--- config.mk ---
export PLATFORM = sky130hd
export DESIGN_NAME = dmem_arbiter
export DESIGN_NICKNAME = d
export VERILOG_FILES = /design/src/rtl/riscv_pkg.sv /design/src/rtl/store_lane_gen.sv /design/src/rtl/dmem_arbiter.sv
export SDC_FILE = /design/constraint.sdc
export NUM_CORES = 1
export LEC_CHECK = 0
export CAP_MARGIN = 20
export CORE_MARGIN = 2
export CORE_UTILIZATION = 40
export DETAILED_ROUTE_END_ITERATION = 12
export PLACE_DENSITY = 0.78
export SLEW_MARGIN = 20
export SYNTH_ARGS = -nofsm -noshare
export SYNTH_HDL_FRONTEND = slang
export SYNTH_SLANG_ARGS = --single-unit
--- constraint.sdc ---
create_clock -name clk -period 6.4 [get_ports clk]
set_input_delay 1.28 -clock clk [delete_from_list [all_inputs] [get_ports clk]]
set_output_delay 1.28 -clock clk [all_outputs]
set_load 0.05 [all_outputs]
--- src/rtl/riscv_pkg.sv ---
// Shared types for the data-memory path: arbiter state encoding and the
// one-hot store-width codes produced by the decoder.
package riscv_pkg;

  typedef enum logic [2:0] {
    IDLE   = 3'd0,
    ACC_C  = 3'd1,
    ACC_U  = 3'd2,
    RESP_C = 3'd3,
    RESP_U = 3'd4
  } dmem_state_e;

  // storecntrl is one-hot {sw, sh, sb}
  localparam logic [2:0] SW = 3'b100;
  localparam logic [2:0] SH = 3'b010;
  localparam logic [2:0] SB = 3'b001;

endpackage

--- src/rtl/store_lane_gen.sv ---
// Byte-lane steering for core stores: byte enables, lane-replicated write
// data and misalignment detection from the low address bits.
module store_lane_gen
  import riscv_pkg::*;
(
  input  logic        is_store,
  input  logic [1:0]  offset,
  input  logic [2:0]  storecntrl,
  input  logic [31:0] wdata,
  output logic [3:0]  byte_we,
  output logic [31:0] lane_wdata,
  output logic        misalign
);

  always_comb begin
    byte_we    = 4'b0000;
    lane_wdata = wdata;
    misalign   = 1'b0;
    if (is_store) begin
      unique case (storecntrl)
        SW: begin
          byte_we  = 4'b1111;
          misalign = (offset != 2'b00);
        end
        SH: begin
          byte_we    = 4'b0011 << offset;
          lane_wdata = {2{wdata[15:0]}};
          misalign   = offset[0];
        end
        SB: begin
          byte_we    = 4'b0001 << offset;
          lane_wdata = {4{wdata[7:0]}};
        end
        default: byte_we = 4'b0000;
      endcase
      // A misaligned store still walks the full sequence but writes nothing.
      if (misalign) byte_we = 4'b0000;
    end
  end

endmodule

--- src/rtl/dmem_arbiter.sv ---
// Two-requester arbiter (core MEM stage, UART loader) in front of a single
// synchronous data memory, alternating priority on contention.
module dmem_arbiter
  import riscv_pkg::*;
#(
  parameter int ADDR_W     = 32,
  parameter bit CORE_FIRST = 1'b1
) (
  input  logic              clk,
  input  logic              rst_n,
  input  logic              core_rd,
  input  logic              core_wr,
  input  logic [ADDR_W-1:0] core_addr,
  input  logic [31:0]       core_wdata,
  input  logic [2:0]        core_storecntrl,
  input  logic              core_flush,
  output logic              core_stall,
  output logic [31:0]       core_rdata,
  output logic              core_misalign,
  input  logic              uart_req,
  input  logic              uart_we,
  input  logic [ADDR_W-1:0] uart_addr,
  input  logic [31:0]       uart_wdata,
  output logic              uart_ack,
  output logic [31:0]       uart_rdata,
  output logic              mem_en,
  output logic [3:0]        mem_we,
  output logic [ADDR_W-1:0] mem_addr,
  output logic [31:0]       mem_wdata,
  input  logic [31:0]       mem_rdata,
  output dmem_state_e       state_dbg
);

  // Handshakes: the core holds core_rd/core_wr and its operands stable until
  // a cycle with core_stall low, which is the completing cycle; the UART holds
  // uart_req until uart_ack. Operands are captured at grant, so a flush or a
  // dropped uart_req after grant cannot disturb an access already issued.

  dmem_state_e       state, state_nxt;
  logic              last_uart;
  logic              core_req, grant_core, grant_uart;
  logic [ADDR_W-1:0] c_addr;
  logic [31:0]       c_wdata;
  logic [2:0]        c_cntrl;
  logic              c_store;
  logic [ADDR_W-3:0] u_word;
  logic [31:0]       u_wdata;
  logic              u_we;
  logic [3:0]        lane_we;
  logic [31:0]       lane_wdata;
  logic              lane_misalign;

  assign core_req  = (core_rd | core_wr) & ~core_flush;
  assign state_dbg = state;

  always_comb begin
    state_nxt  = state;
    grant_core = 1'b0;
    grant_uart = 1'b0;
    unique case (state)
      IDLE: begin
        if (core_req && (!uart_req || last_uart)) grant_core = 1'b1;
        else if (uart_req)                        grant_uart = 1'b1;
        if (grant_core)      state_nxt = ACC_C;
        else if (grant_uart) state_nxt = ACC_U;
      end
      ACC_C:          state_nxt = RESP_C;
      ACC_U:          state_nxt = RESP_U;
      RESP_C, RESP_U: state_nxt = IDLE;
      default:        state_nxt = IDLE;
    endcase
  end

  always_ff @(posedge clk or negedge rst_n) begin
    if (!rst_n) begin
      state     <= IDLE;
      last_uart <= CORE_FIRST;
      c_addr    <= '0;
      c_wdata   <= '0;
      c_cntrl   <= '0;
      c_store   <= 1'b0;
      u_word    <= '0;
      u_wdata   <= '0;
      u_we      <= 1'b0;
    end else begin
      state <= state_nxt;
      if (grant_core) begin
        c_addr  <= core_addr;
        c_wdata <= core_wdata;
        c_cntrl <= core_storecntrl;
        c_store <= core_wr & ~core_rd;   // rd+wr together behaves as a load
      end
      if (grant_uart) begin
        u_word  <= uart_addr[ADDR_W-1:2];
        u_wdata <= uart_wdata;
        u_we    <= uart_we;
      end
      if (state == RESP_C) last_uart <= 1'b0;
      if (state == RESP_U) last_uart <= 1'b1;
    end
  end

  store_lane_gen u_lane (
    .is_store   (c_store),
    .offset     (c_addr[1:0]),
    .storecntrl (c_cntrl),
    .wdata      (c_wdata),
    .byte_we    (lane_we),
    .lane_wdata (lane_wdata),
    .misalign   (lane_misalign)
  );

  // The stall must react in the same cycle a request appears, so it looks at
  // the raw request lines rather than waiting for a grant.
  assign core_stall = (core_rd | core_wr) && (state != RESP_C);

  always_comb begin
    mem_en        = 1'b0;
    mem_we        = 4'b0000;
    mem_addr      = '0;
    mem_wdata     = '0;
    core_misalign = 1'b0;
    core_rdata    = '0;
    uart_ack      = 1'b0;
    uart_rdata    = '0;
    unique case (state)
      ACC_C: begin
        mem_en        = 1'b1;
        mem_we        = lane_we;
        mem_addr      = {c_addr[ADDR_W-1:2], 2'b00};
        mem_wdata     = lane_wdata;
        core_misalign = lane_misalign;
      end
      ACC_U: begin
        mem_en    = 1'b1;
        mem_we    = u_we ? 4'b1111 : 4'b0000;
        mem_addr  = {u_word, 2'b00};
        mem_wdata = u_wdata;
      end
      RESP_C: core_rdata = mem_rdata;
      RESP_U: begin
        uart_ack   = 1'b1;
        uart_rdata = mem_rdata;
      end
      default: ;
    endcase
  end

endmodule
==> tab_implementation.tex <==
\begin{tabular}{lr}
\hline
Metric & Value \\
\hline
\multicolumn{2}{l}{\textbf{Floorplan}} \\
\quad Num ports & 309 \\
\quad X dimension of the die & 133 µm \\
\quad Number of rows created at floorplan & 47 \\
\quad Floorplan die area & 17,700 µm² \\
\quad Initial Util & 40.5\% \\
\quad Core Region & 16,500 µm² \\
\quad Die height & 133 µm \\
\multicolumn{2}{l}{\textbf{Synthesis}} \\
\quad \#FFs+latches synth & 135 \\
\quad Ranking of synthesized cells by instance count & dfrtp\_1, mux2\_2, and2\_1, a22o\_1, nand2\_1 \\
\quad Synth top area cells & dfrtp\_1, mux2\_2, and2\_1 \\
\quad Total of warnings raised by yosys & 0 \\
\quad Post-synthesis cell type with the largest combined area & dfrtp\_1 \\
\quad Average cell area after synthesis & 12.4 µm² \\
\quad Library cells used by synthesis & 39 \\
\quad Number of enable-type register cells in the synthesized netlist & 0 \\
\quad Proportion of register bits with asynchronous set or reset after synthesis & 100\% \\
\quad Most frequently used flop master after synthesis & dfrtp\_1 \\
\quad Cell with the most instances after synthesis & dfrtp\_1 \\
\quad Proportion of netlist area held by the largest area contributor & 50.2\% \\
\quad Post-Synthesis Cell Area & 6670 µm² \\
\quad Gate count of the mapped netlist & 538 \\
\quad Sequential fraction of the synthesis area & 50.6\% \\
\multicolumn{2}{l}{\textbf{Placement}} \\
\quad Placement Setup Slack & 2.15 ns \\
\quad \# placed instances & 1,027 \\
\quad Count of buffers from port buffering & 304 \\
\quad Total placed instance area & 9870 µm² \\
\quad Detailed Place HPWL & 14,800 µm \\
\quad Routability-driven placement congestion ratio & 0.833 \\
\multicolumn{2}{l}{\textbf{Min path}} \\
\quad Class of the most critical hold timing path & reg -> reg \\
\multicolumn{2}{l}{\textbf{Clock tree}} \\
\quad Worst-skew pair later-pin latency & 0.42 ns \\
\quad Clock transition at path regs & 0.05 ns \\
\quad Max clock buf depth & 2 \\
\quad Root buf cell & clkbuf\_16 \\
\quad Post-CTS Repair Setup Buffers & 0 \\
\quad CTS tree & built \\
\quad Quantity of gates resized following cts & 0 \\
\quad Clock tree sinks & 135 \\
\quad Number of clock buffers inserted by TritonCTS & 17 \\
\quad Cts-stage hold buffer count & 0 \\
\quad CTS H-Tree Depth & 4 \\
\multicolumn{2}{l}{\textbf{STA}} \\
\quad Max-slew headroom at the worst pin & 27.8\% \\
\quad Unrepaired setup endpoints after global routing & false \\
\quad Final number of setup-violating endpoints & 0 \\
\quad Post-route clock period utilization & 73.8\% \\
\quad Worst Tran Pin Value & 1.08 ns \\
\quad Final critical-path required period & 4.72 ns \\
\quad Final hold slack & 0.502 ns \\
\quad Highest attainable clock frequency & 212 MHz \\
\quad Layout Skew & 0.0125 ns \\
\quad Min setup slack post-route & 1.68 ns \\
\quad Sum of negative setup slack & 0 ns \\
\quad Final-report hold violation count & 0 \\
\quad Slew Viols, Final & 0 \\
\multicolumn{2}{l}{\textbf{Setup path}} \\
\quad Setup slack of the most critical reg-to-reg path & 4.03 ns \\
\quad Startpoint types & flip-flop \\
\quad Reg-to-Reg Start & state\_dbg[2] \\
\quad R2R depth & 5 \\
\quad Endpoint arrival time on the critical path & 3.44 ns \\
\quad Kind of end point of the critical path & output pin \\
\quad Worst setup path class & reg -> out \\
\quad Launch point of the critical path & c\_cntrl[1] \\
\quad Worst r2r dst & c\_wdata[3] \\
\quad Data required time at the worst endpoint & 5.12 ns \\
\quad Worst-path maximum fanout & 11 \\
\quad Setup crit end & mem\_wdata[15] \\
\multicolumn{2}{l}{\textbf{Cells and area}} \\
\quad Post-Layout Cell Count & 1,061 \\
\quad Final cell utilization of the core & 63.7\% \\
\quad Final net count & 996 \\
\quad Final design area excluding fillers & 10,500 µm² \\
\quad Synth-to-Final Area Change & 57.1\% \\
\quad Layout cell share with drive strength beyond 1 & 21.3\% \\
\multicolumn{2}{l}{\textbf{Run}} \\
\quad Total of max-cap violations & 0 \\
\multicolumn{2}{l}{\textbf{Routing}} \\
\quad Vias after detailed routing & 5,512 \\
\quad Drt first-iter violations & 244 \\
\quad Wire length per cell & 19.5 µm \\
\quad Via-per-instance ratio & 5.20 \\
\quad Number of detailed-route iterations in the first pass & 4 \\
\quad Drt total wl & 20,700 µm \\
\quad Post-route ant nets & 0 \\
\quad Post-detailed-route DRC marker count & 0 \\
\multicolumn{2}{l}{\textbf{Power and ir drop}} \\
\quad Peak VDD IR & 0.268 mV \\
\quad Total power per unit cell area & 551 nW/µm² \\
\quad Total leakage power & 4.35 nW \\
\quad Total power & 5.78 mW \\
\multicolumn{2}{l}{\textbf{Status}} \\
\quad Run status & completed \\
\multicolumn{2}{l}{\textbf{Global routing}} \\
\quad Vias in the first global route & 5,671 \\
\quad First-pass GRT wire length & 32,200 µm \\
\quad Maximum number of pins on one net before global-route repair & 80 \\
\quad Number of antenna violations at the first check in global routing & 2 \\
\quad Global route total overflow & 0 \\
\quad Global-route usage over all layers & 23.4\% \\
\hline
\end{tabular}
## worst min-delay path by stage
stage,startpoint,to,slack [ns],cells after the start
CTS,last_uart,last_uart,0.50,2
detailed placement,last_uart,last_uart,0.49,2
finish,last_uart,last_uart,0.50,2
global placement,c_addr[4],c_addr[4],0.49,1
floorplan,c_wdata[21],c_wdata[21],0.48,1
global route,u_wdata[7],u_wdata[7],0.51,1
## worst max-delay path: stages, from the launching register on
cell and delay (ns):
dfrtp_1 0.52, nor2b_1 0.67, o21ai_2 0.37, and2_1 0.38, a221o_1 0.37, clkdlybuf4s50_1 0.72
## placed cells by master, fill, tap and decap left out, drive strengths merged, types with 2 or more instances in the layout
cell           netlist  layout
and3b                2       2
clkbuf              18      19
bufinv               0       3
nand2b               2       2
and2                65      65
dfrtp              134     134
a22oi                9       9
buf                 24       7
clkinvlp             0       2
conb                 1       2
or2                  2       2
diode                0       2
clkdlybuf4s50        0     303
a22o                38      38
mux2               130     130
o21ai               22      22
o21a                 2       2
nand2               22      22
clkinv               0       4
nor2                15      15
nor2b                5       5
mux2i               15      15
nor3b                3       3
a21oi                7       7
a221o                9       9
inv                  1       5
## routing by layer
metal / global-route usage (%) / wire (µm) / vias up
met2: 39.9 / 10500 / 241
met5: 0 / 0 / -
met4: 11.6 / 839 / 0
met1: 26.5 / 7700 / 2721
met3: 7.53 / 1660 / 46
li1: - / - / 2504
## registers in the layout (all words and copies together), names as in the netlist
| signal | count |
|---|---|
| c_addr | 32 |
| c_cntrl | 3 |
| c_store | 1 |
| c_wdata | 32 |
| last_uart | 1 |
| state_dbg | 3 |
| u_wdata | 32 |
| u_we | 1 |
| u_word | 30 |
## kinds of logic after synthesis
kind of cell	Yosys count	share of synthesized area (%)
other cells	1	0.0562
xor+xnor	1	0.131
simple gates	123	10.4
buf+inv	43	3.13
compound gates	90	10.4
mux	145	25.3
flops	135	50.6
## layout make-up
cell class / count / area [µm²]
multi-input combinational: 361 / 3120
sequential: 135 / 3380
clock inverter: 13 / 168
clock buffer: 19 / 443
timing repair buffer: 310 / 3090
tap: 220 / 275
antenna: 2 / 5.00
inverter: 1 / 3.75
fill: 1256 / 5980
## report_power, final
part | internal [mW] | switching, mW | leakage [nW] | total, mW
logic | 1.32 | 1.82 | 2.46 | 3.14
clock network | 0.628 | 0.385 | 0.295 | 1.01
registers | 1.30 | 0.324 | 1.60 | 1.62
Note: power is estimated with default switching activity, not from simulation.
